==> config.mk <==
export PLATFORM = sky130hd
export DESIGN_NAME = tty_writer
export DESIGN_NICKNAME = d
export VERILOG_FILES = /design/src/rtl/tty_writer.sv
export SDC_FILE = /design/constraint.sdc
export NUM_CORES = 1
export LEC_CHECK = 0
export CAP_MARGIN = 20
export CORE_MARGIN = 10
export CORE_UTILIZATION = 44
export CTS_CLUSTER_DIAMETER = 200
export DETAILED_ROUTE_END_ITERATION = 7
export PLACE_DENSITY = 0.79
export SKIP_LAST_GASP = 1
export SLEW_MARGIN = 20
export SYNTH_ARGS = -nofsm -noshare
export SYNTH_HDL_FRONTEND = slang
export SYNTH_SLANG_ARGS = --single-unit
export TNS_END_PERCENT = 50
==> constraint.sdc <==
create_clock -name clk_data -period 1.9 [get_ports clk_data]
set_input_delay 0.19 -clock clk_data [delete_from_list [all_inputs] [get_ports clk_data]]
set_output_delay 0.19 -clock clk_data [all_outputs]
set_load 0.005 [all_outputs]
==> src/rtl/tty_writer.sv <==
// tty_writer: turns a stream of character bytes into writes on a 64-bit
// display port. The port holds a 128x32 text buffer of 16-bit cells, four
// cells per word, plus scroll and cursor registers. The display is scrolled
// by moving the physical row that is shown as logical line 0.
module tty_writer #(
    parameter int CLEAR_ON_RESET = 1
) (
    input  logic        clk_data,
    input  logic        rstn,
    input  logic [7:0]  rx_data,
    input  logic        rx_valid,
    output logic        rx_ready,
    input  logic [3:0]  attr_fg,
    input  logic [2:0]  attr_bg,
    output logic [11:0] addrb,
    output logic [63:0] dinb,
    output logic [7:0]  web,
    output logic        enb,
    output logic        busy
);

    typedef enum logic [2:0] {
        CLR_ALL,
        IDLE,
        WR_CHAR,
        CLR_ROW,
        WR_SCROLL,
        WR_XCUR,
        WR_YCUR
    } state_t;

    localparam state_t RESET_STATE = (CLEAR_ON_RESET != 0) ? CLR_ALL : IDLE;

    state_t      r_state;
    logic [6:0]  r_col;
    logic [4:0]  r_line;
    logic [4:0]  r_top;
    logic [9:0]  r_k;
    logic [7:0]  r_ch;
    logic [3:0]  r_fg;
    logic [2:0]  r_bg;

    state_t      w_stateNext;
    logic [6:0]  w_colNext;
    logic [4:0]  w_lineNext;
    logic [4:0]  w_topNext;
    logic [9:0]  w_kNext;
    logic [7:0]  w_chNext;
    logic [3:0]  w_fgNext;
    logic [2:0]  w_bgNext;
    logic        w_newline;
    logic        w_toXcur;

    logic [4:0]  w_prow;
    logic [15:0] w_charCell;
    logic [15:0] w_blankCell;

    assign w_prow      = r_top + r_line;
    assign w_charCell  = {1'b0, r_bg, r_fg, r_ch};
    assign w_blankCell = {1'b0, r_bg, r_fg, 8'h20};

    // State and cursor registers; reset drops any sequence in progress.
    always_ff @(posedge clk_data or negedge rstn) begin
        if (!rstn) begin
            r_state <= RESET_STATE;
            r_col   <= 7'd0;
            r_line  <= 5'd0;
            r_top   <= 5'd0;
            r_k     <= 10'd0;
            r_ch    <= 8'h20;
            r_fg    <= 4'd7;
            r_bg    <= 3'd0;
        end else begin
            r_state <= w_stateNext;
            r_col   <= w_colNext;
            r_line  <= w_lineNext;
            r_top   <= w_topNext;
            r_k     <= w_kNext;
            r_ch    <= w_chNext;
            r_fg    <= w_fgNext;
            r_bg    <= w_bgNext;
        end
    end

    // Byte decode, cursor movement and sequencing; a newline either moves
    // down a line or, on the last line, scrolls and blanks the new row.
    always_comb begin
        w_stateNext = r_state;
        w_colNext   = r_col;
        w_lineNext  = r_line;
        w_topNext   = r_top;
        w_kNext     = r_k;
        w_chNext    = r_ch;
        w_fgNext    = r_fg;
        w_bgNext    = r_bg;
        w_newline   = 1'b0;
        w_toXcur    = 1'b0;

        case (r_state)
            CLR_ALL: begin
                w_kNext = r_k + 10'd1;
                if (r_k == 10'd1023) begin
                    w_kNext     = 10'd0;
                    w_stateNext = WR_SCROLL;
                end
            end
            IDLE: begin
                if (rx_valid) begin
                    w_fgNext = attr_fg;
                    w_bgNext = attr_bg;
                    if (rx_data >= 8'h20 && rx_data <= 8'h7E) begin
                        w_chNext    = rx_data;
                        w_stateNext = WR_CHAR;
                    end else begin
                        case (rx_data)
                            8'h0D: begin
                                w_colNext = 7'd0;
                                w_toXcur  = 1'b1;
                            end
                            8'h0A: begin
                                w_colNext = 7'd0;
                                w_newline = 1'b1;
                            end
                            8'h08: begin
                                if (r_col != 7'd0) begin
                                    w_colNext = r_col - 7'd1;
                                end
                                w_toXcur = 1'b1;
                            end
                            8'h09: begin
                                if (r_col[6:3] == 4'hF) begin
                                    w_colNext = 7'd0;
                                    w_newline = 1'b1;
                                end else begin
                                    w_colNext = {r_col[6:3] + 4'd1, 3'b000};
                                    w_toXcur  = 1'b1;
                                end
                            end
                            default: begin
                            end
                        endcase
                    end
                end
            end
            WR_CHAR: begin
                if (r_col == 7'd127) begin
                    w_colNext = 7'd0;
                    w_newline = 1'b1;
                end else begin
                    w_colNext = r_col + 7'd1;
                    w_toXcur  = 1'b1;
                end
            end
            CLR_ROW: begin
                w_kNext = r_k + 10'd1;
                if (r_k[4:0] == 5'd31) begin
                    w_kNext     = 10'd0;
                    w_stateNext = WR_SCROLL;
                end
            end
            WR_SCROLL: w_stateNext = WR_XCUR;
            WR_XCUR:   w_stateNext = WR_YCUR;
            WR_YCUR:   w_stateNext = IDLE;
            default:   w_stateNext = IDLE;
        endcase

        if (w_toXcur) begin
            w_stateNext = WR_XCUR;
        end
        if (w_newline) begin
            if (r_line != 5'd31) begin
                w_lineNext  = r_line + 5'd1;
                w_stateNext = WR_XCUR;
            end else begin
                w_topNext   = r_top + 5'd1;
                w_kNext     = 10'd0;
                w_stateNext = CLR_ROW;
            end
        end
    end

    // Display port drive: exactly one write per non-idle cycle, silent in reset.
    always_comb begin
        enb   = 1'b0;
        web   = 8'h00;
        addrb = 12'h000;
        dinb  = 64'd0;
        if (rstn) begin
            case (r_state)
                CLR_ALL: begin
                    enb   = 1'b1;
                    web   = 8'hFF;
                    addrb = {2'b00, r_k};
                    dinb  = {4{16'h0720}};
                end
                WR_CHAR: begin
                    enb   = 1'b1;
                    web   = 8'b0000_0011 << {r_col[1:0], 1'b0};
                    addrb = {2'b00, w_prow, r_col[6:2]};
                    dinb  = {4{w_charCell}};
                end
                CLR_ROW: begin
                    enb   = 1'b1;
                    web   = 8'hFF;
                    addrb = {2'b00, w_prow, r_k[4:0]};
                    dinb  = {4{w_blankCell}};
                end
                WR_SCROLL: begin
                    enb   = 1'b1;
                    web   = 8'h01;
                    addrb = 12'h800;
                    dinb  = {59'd0, r_top};
                end
                WR_XCUR: begin
                    enb   = 1'b1;
                    web   = 8'h01;
                    addrb = 12'h802;
                    dinb  = {57'd0, r_col};
                end
                WR_YCUR: begin
                    enb   = 1'b1;
                    web   = 8'h01;
                    addrb = 12'h803;
                    dinb  = {59'd0, w_prow};
                end
                default: begin
                end
            endcase
        end
    end

    // Handshake and status flags.
    always_comb begin
        rx_ready = rstn && (r_state == IDLE);
        busy     = (r_state != IDLE);
    end

endmodule

# Yosys cells after proc, flatten, opt, wreduce, memory -nomap -nowiden
# Cells that the tools add are included.
# W data, S select, Z words.
# word_totals
regBits	45
inputBits	18
# classes
add_sub_neg	7
magnitude_cmp	2
eq_ne	25
n_shift	1
n_mux	40
bitwise_logic	1
reduce_logical	16
# ops
op	n
$pmux W63 S6	1
$pmux W12 S6	1
$mux W63	1
$mux W10	4
$mux W7	5
$eq A8 B4 Y1 const B	4
$pmux W8 S3	1
$mux W3	7
$pmux W7 S3	1
$pmux W10 S2	1
$pmux W3 S6	1
$ne A4 B4 Y1 const B	4
$pmux W7 S2	1
$mux W12	1
$add A10 B1 Y10 const B	1
$add A5 B1 Y5 const B	2
$eq A10 B10 Y1 const B	1
$mux W1	10
$reduce_and A5 Y1	2
$eq A3 B3 Y1 const B	3
$ge A8 B6 Y1 const B	1
$le A8 B7 Y1 const B	1
$mux W8	1
$pmux W1 S2	4
other kinds (25)	33

# Longest topological paths before layout
# depth
depth_word	8
depth_mapped	8
ltp_nobuf	8

# Least setup slack after synthesis
# OpenSTA, ideal clock, no wires.
# synth_path
path_kind	flip-flop to flip-flop
from	reg r_line[0]
to	reg r_k[1]
t_arrival_ps	1893
required_ps	1827
path_slack_ps	-66
stages_incl_launch_ff	9
n_path_buf	1
period_less_slack_ps	1966
cell_sequence	dfrtp_1 > ha_1 > and3_1 > ha_1 > and4_1 > a22o_1 > buf_6 > a311o_4 > a21oi_2
# synth_between
elab_chain_len	3
# synth_rtl
element	line_no	rtl
start, declared	36	logic [4:0] r_line;
start signal, assigned	76	r_line <= w_lineNext;
$ne A5 B5 Y1	171	if (r_line != 5'd31) begin
$mux W10	171	
$mux W10	170	if (w_newline) begin
net w_kNext[1]	47	logic [9:0] w_kNext;
end signal, assigned	78	r_k <= w_kNext;
end, declared	38	logic [9:0] r_k;
# The timed path passes the listed nets, and every way through them passes these cells.
# A chain may end at the register's enable or synchronous reset.

# Worst setup path after layout
# layout_path
from	reg r_line[0]
to	out addrb[9]
# layout_between
elab_chain_len	3
# layout_rtl
element	line_no	rtl
$add A5 B5 Y5	58	assign w_prow = r_top + r_line;
$pmux W12 S6	189	case (r_state)
$mux W12	188	if (rstn) begin
end, declared	15	output logic [11:0] addrb,
# Every way passes these cells.

==> results.yml <==
die:
  ioPinCount: 105
  core_area_um2: 8300
  die_x_um: 113
  initial_utilization: 0.457
  die-area_um2: 12700
  rows: 33
  die_h_um: 113
clocking:
  htreeDepth: 2
  clkLatencyLatePin_ps: 310
  cts-root-buf: "clkbuf_8"
  cts_buffers: 5
  path_clk_slew_ps: 100
  cts_sinks: 45
  clockBufferDepth: 2
  tritoncts: "built"
synth:
  yosysMostFrequentCell: "buf_4"
  synthTopCellsByArea: "dfrtp_1 (27%), buf_4 (9.1%), ha_1 (5.3%), mux2_2 (5.0%), nand2_1 (3.6%)"
  syn_area_per_cell_um2: 8.80
  synth_common_cells: "buf_4 (46), dfrtp_1 (41), nand2_1 (36), nor2_1 (36), a21oi_1 (25)"
  yosysTopAreaCell: "dfrtp_1"
  synthDistinctLibCells: 72
  synth_ff_type: "dfrtp_1"
  yosys_warnings: 0
  synth_top_area_share: 0.271
  synth_edf_count: 0
  yosysSeqAreaShare: 0.298
  synth_area_um2: 3790
  async_reset_ff_frac: 1.00
  ys_ff_latch: 45
  synthCells: 431
global_route:
  grt_pass1_wl_mm: 22.0
  grt_max_degree: 28
  globalRouteOverflowTotal: 0
  grt_pass1_vias: 4169
  antenna_found_initial: 0
  grt_usage: 0.209
sta:
  finalSetupViolCount: 81
  rsz0062_at_grt: "yes"
  fin_crit_ps: 2510
  relSlewSlack: 0.530
  setup_slack_ps: -609
  period_share: 1.32
  finalHoldViolCount: 0
  timing.fmax_mhz: 399
  fin_skew_ps: 12.5
  drv_slew: 0
  tightest_slew_ps: 702
power:
  ir_drop_uv: 617
  p_int_uw: 3840
  power-per-cell-area_nw_per_um2: 1080
  comb_power_share: 0.651
  p_leak_uw: 0.00321
  p_seq_frac: 0.254
  pwr-share-clk: 0.094
  switching_power_uw: 2880
  netSwitchingFraction: 0.428
flow_run:
  maxCapViolations: 0
drt:
  postRouteAntennaNets: 0
  via_per_inst: 6.04
  drt_iter0_drc: 437
  wire_per_inst_um: 22.6
  drc: 0
  finalWirelength_mm: 16.4
  dr.pass1.iters: 6
  num_vias: 4384
placement:
  dpl_cell_area_um2: 5270
  hpwl_mm: 9.68
  numPortBuffers: 99
  dp_slack_ps: -497
  place_congestion: 0.904
critical_path:
  cp_num_cells: 9
  worstPathCellList: "ha_4 -> inv_2 -> fa_2 -> nor2b_2 -> o21ai_2 -> nand2b_1 -> xnor2_1 -> a211oi_1 -> buf_2"
  worst-r2r-setup-slack_ps: -450
  cpLargestDelayFamily: "adder cells"
  regToRegEndpoint: "r_k[1]$_DFF_PN0_"
  cp_max_fo: 2
  crit_slowest_cell: "dfrtp_1"
  cp_data_required_time_ps: 1710
  crit_buf_inv: 2
  r2r_start: "r_line[0]$_DFFE_PN0P_"
  worstSetupPathType: "reg2out"
  arrival_ps: 2320
  critical_path.startpoint_type: "flip-flop"
  cp-end-kind: "primary output"
  max_stage_delay_ps: 420
  r2r_cells: 10
cells_and_area:
  stdcell_area_um2: 6210
  final_layout_size_suffix_gt1_frac: 0.510
  syn2layout_area_growth_pct: 63.8
  fillers: 498
  n_antenna_cell: 0
  nets: 655
worst_hold_path:
  hold_path.class: "in2async"
outcome:
  violations: "setup timing"
  status: "finished with violations"
## cells by family (layout without fill, tap and decap cells)
kind of cell,after synthesis,after routing,synth area share
simple gates,162,162,0.230
compound gates,81,81,0.158
buf+inv,80,266,0.134
flops,45,45,0.298
mux,26,26,0.0769
xor+xnor,19,19,0.0439
fa+ha+maj,17,17,0.0581
other cells,1,5,0.000989
## layer usage
metal  share of wire  GRT usage  vias up  wire [um]
met5               0          0        -          0
met4           0.051     0.0736        0        840
met3           0.099     0.0544       93       1620
met2            0.49      0.360      318       8040
met1            0.36      0.244     2112       5900
li1                -          -     1861          -
## through the flow
step                hold WS (ps)  power, uW  setup TNS [ps]  cells  utilization
floorplan                   -106       3450           -69.9    435            -
global placement             213       4920          -11780    672        0.635
detailed placement           222       5050          -14370    672        0.635
CTS                         6.87       6110          -16470    713        0.693
global route                12.6       7010          -19990    726        0.748
finish                      1.40       6710          -14880    726        0.748
## placed cells by master (no fill, tap or decap), drive strengths merged, types with 11 or more instances in the layout
cell type	n
nand3	14
inv	11
ha	16
a21oi	27
clkdlybuf4s50	20
dfrtp	41
nor2	37
nand2	36
o21ai	11
and3	16
dlymetal6s2s	18
dlygate4sd2	13
buf	192
mux2	19
## how the worst max path moves through the flow
| stage | from | endpoint | slack, ps |
|---|---|---|---|
| final | r_line[0]$_DFFE_PN0P_ | addrb[9] | -610 |
| after global routing | r_top[0]$_DFFE_PN0P_ | addrb[9] | -680 |
| after CTS | r_line[0]$_DFFE_PN0P_ | addrb[9] | -350 |
| after detailed placement | r_line[0]$_DFFE_PN0P_ | addrb[9] | -500 |
| after global placement | r_line[0]$_DFFE_PN0P_ | addrb[9] | -430 |
| after floorplan | r_line[1]$_DFFE_PN0P_ | r_k[1]$_DFF_PN0_ | -10 |
## flip-flops by register name, indices dropped and copies added (netlist names)
register,flops
r_k,10
r_col,7
r_ch,8
r_line,5
r_state,3
r_top,5
r_bg,3
r_fg,4
## repair_timing
action | in CTS | in global routing
gates resized for setup | 282 | 95
pin swaps | 38 | 39
hold endpoints to repair | 20 | 0
hold buffers | 2 | 0
setup buffers | 28 | 19
cloned | 3 | 0
endpoints found under the setup margin | 115 | 111
## power groups by stage
stage               clock (uW)  sequential [uW]  combinational (uW)
global route               669             1730                4610
floorplan                    0             1520                1920
global placement             0             1630                3290
finish                     633             1710                4370
detailed placement           0             1650                3390
CTS                        619             1650                3850
## layout make-up
type,instances,area (um2),area share
flip-flops and latches,45,1130,0.183
multi-input cells,310,2660,0.428
well taps,105,131,0.0212
clock buffers,6,72.6,0.0117
repair buffers,246,2150,0.347
clock inverters,2,15.0,0.00242
inverters,12,45.0,0.00726
(Power assumes the default switching activity.)
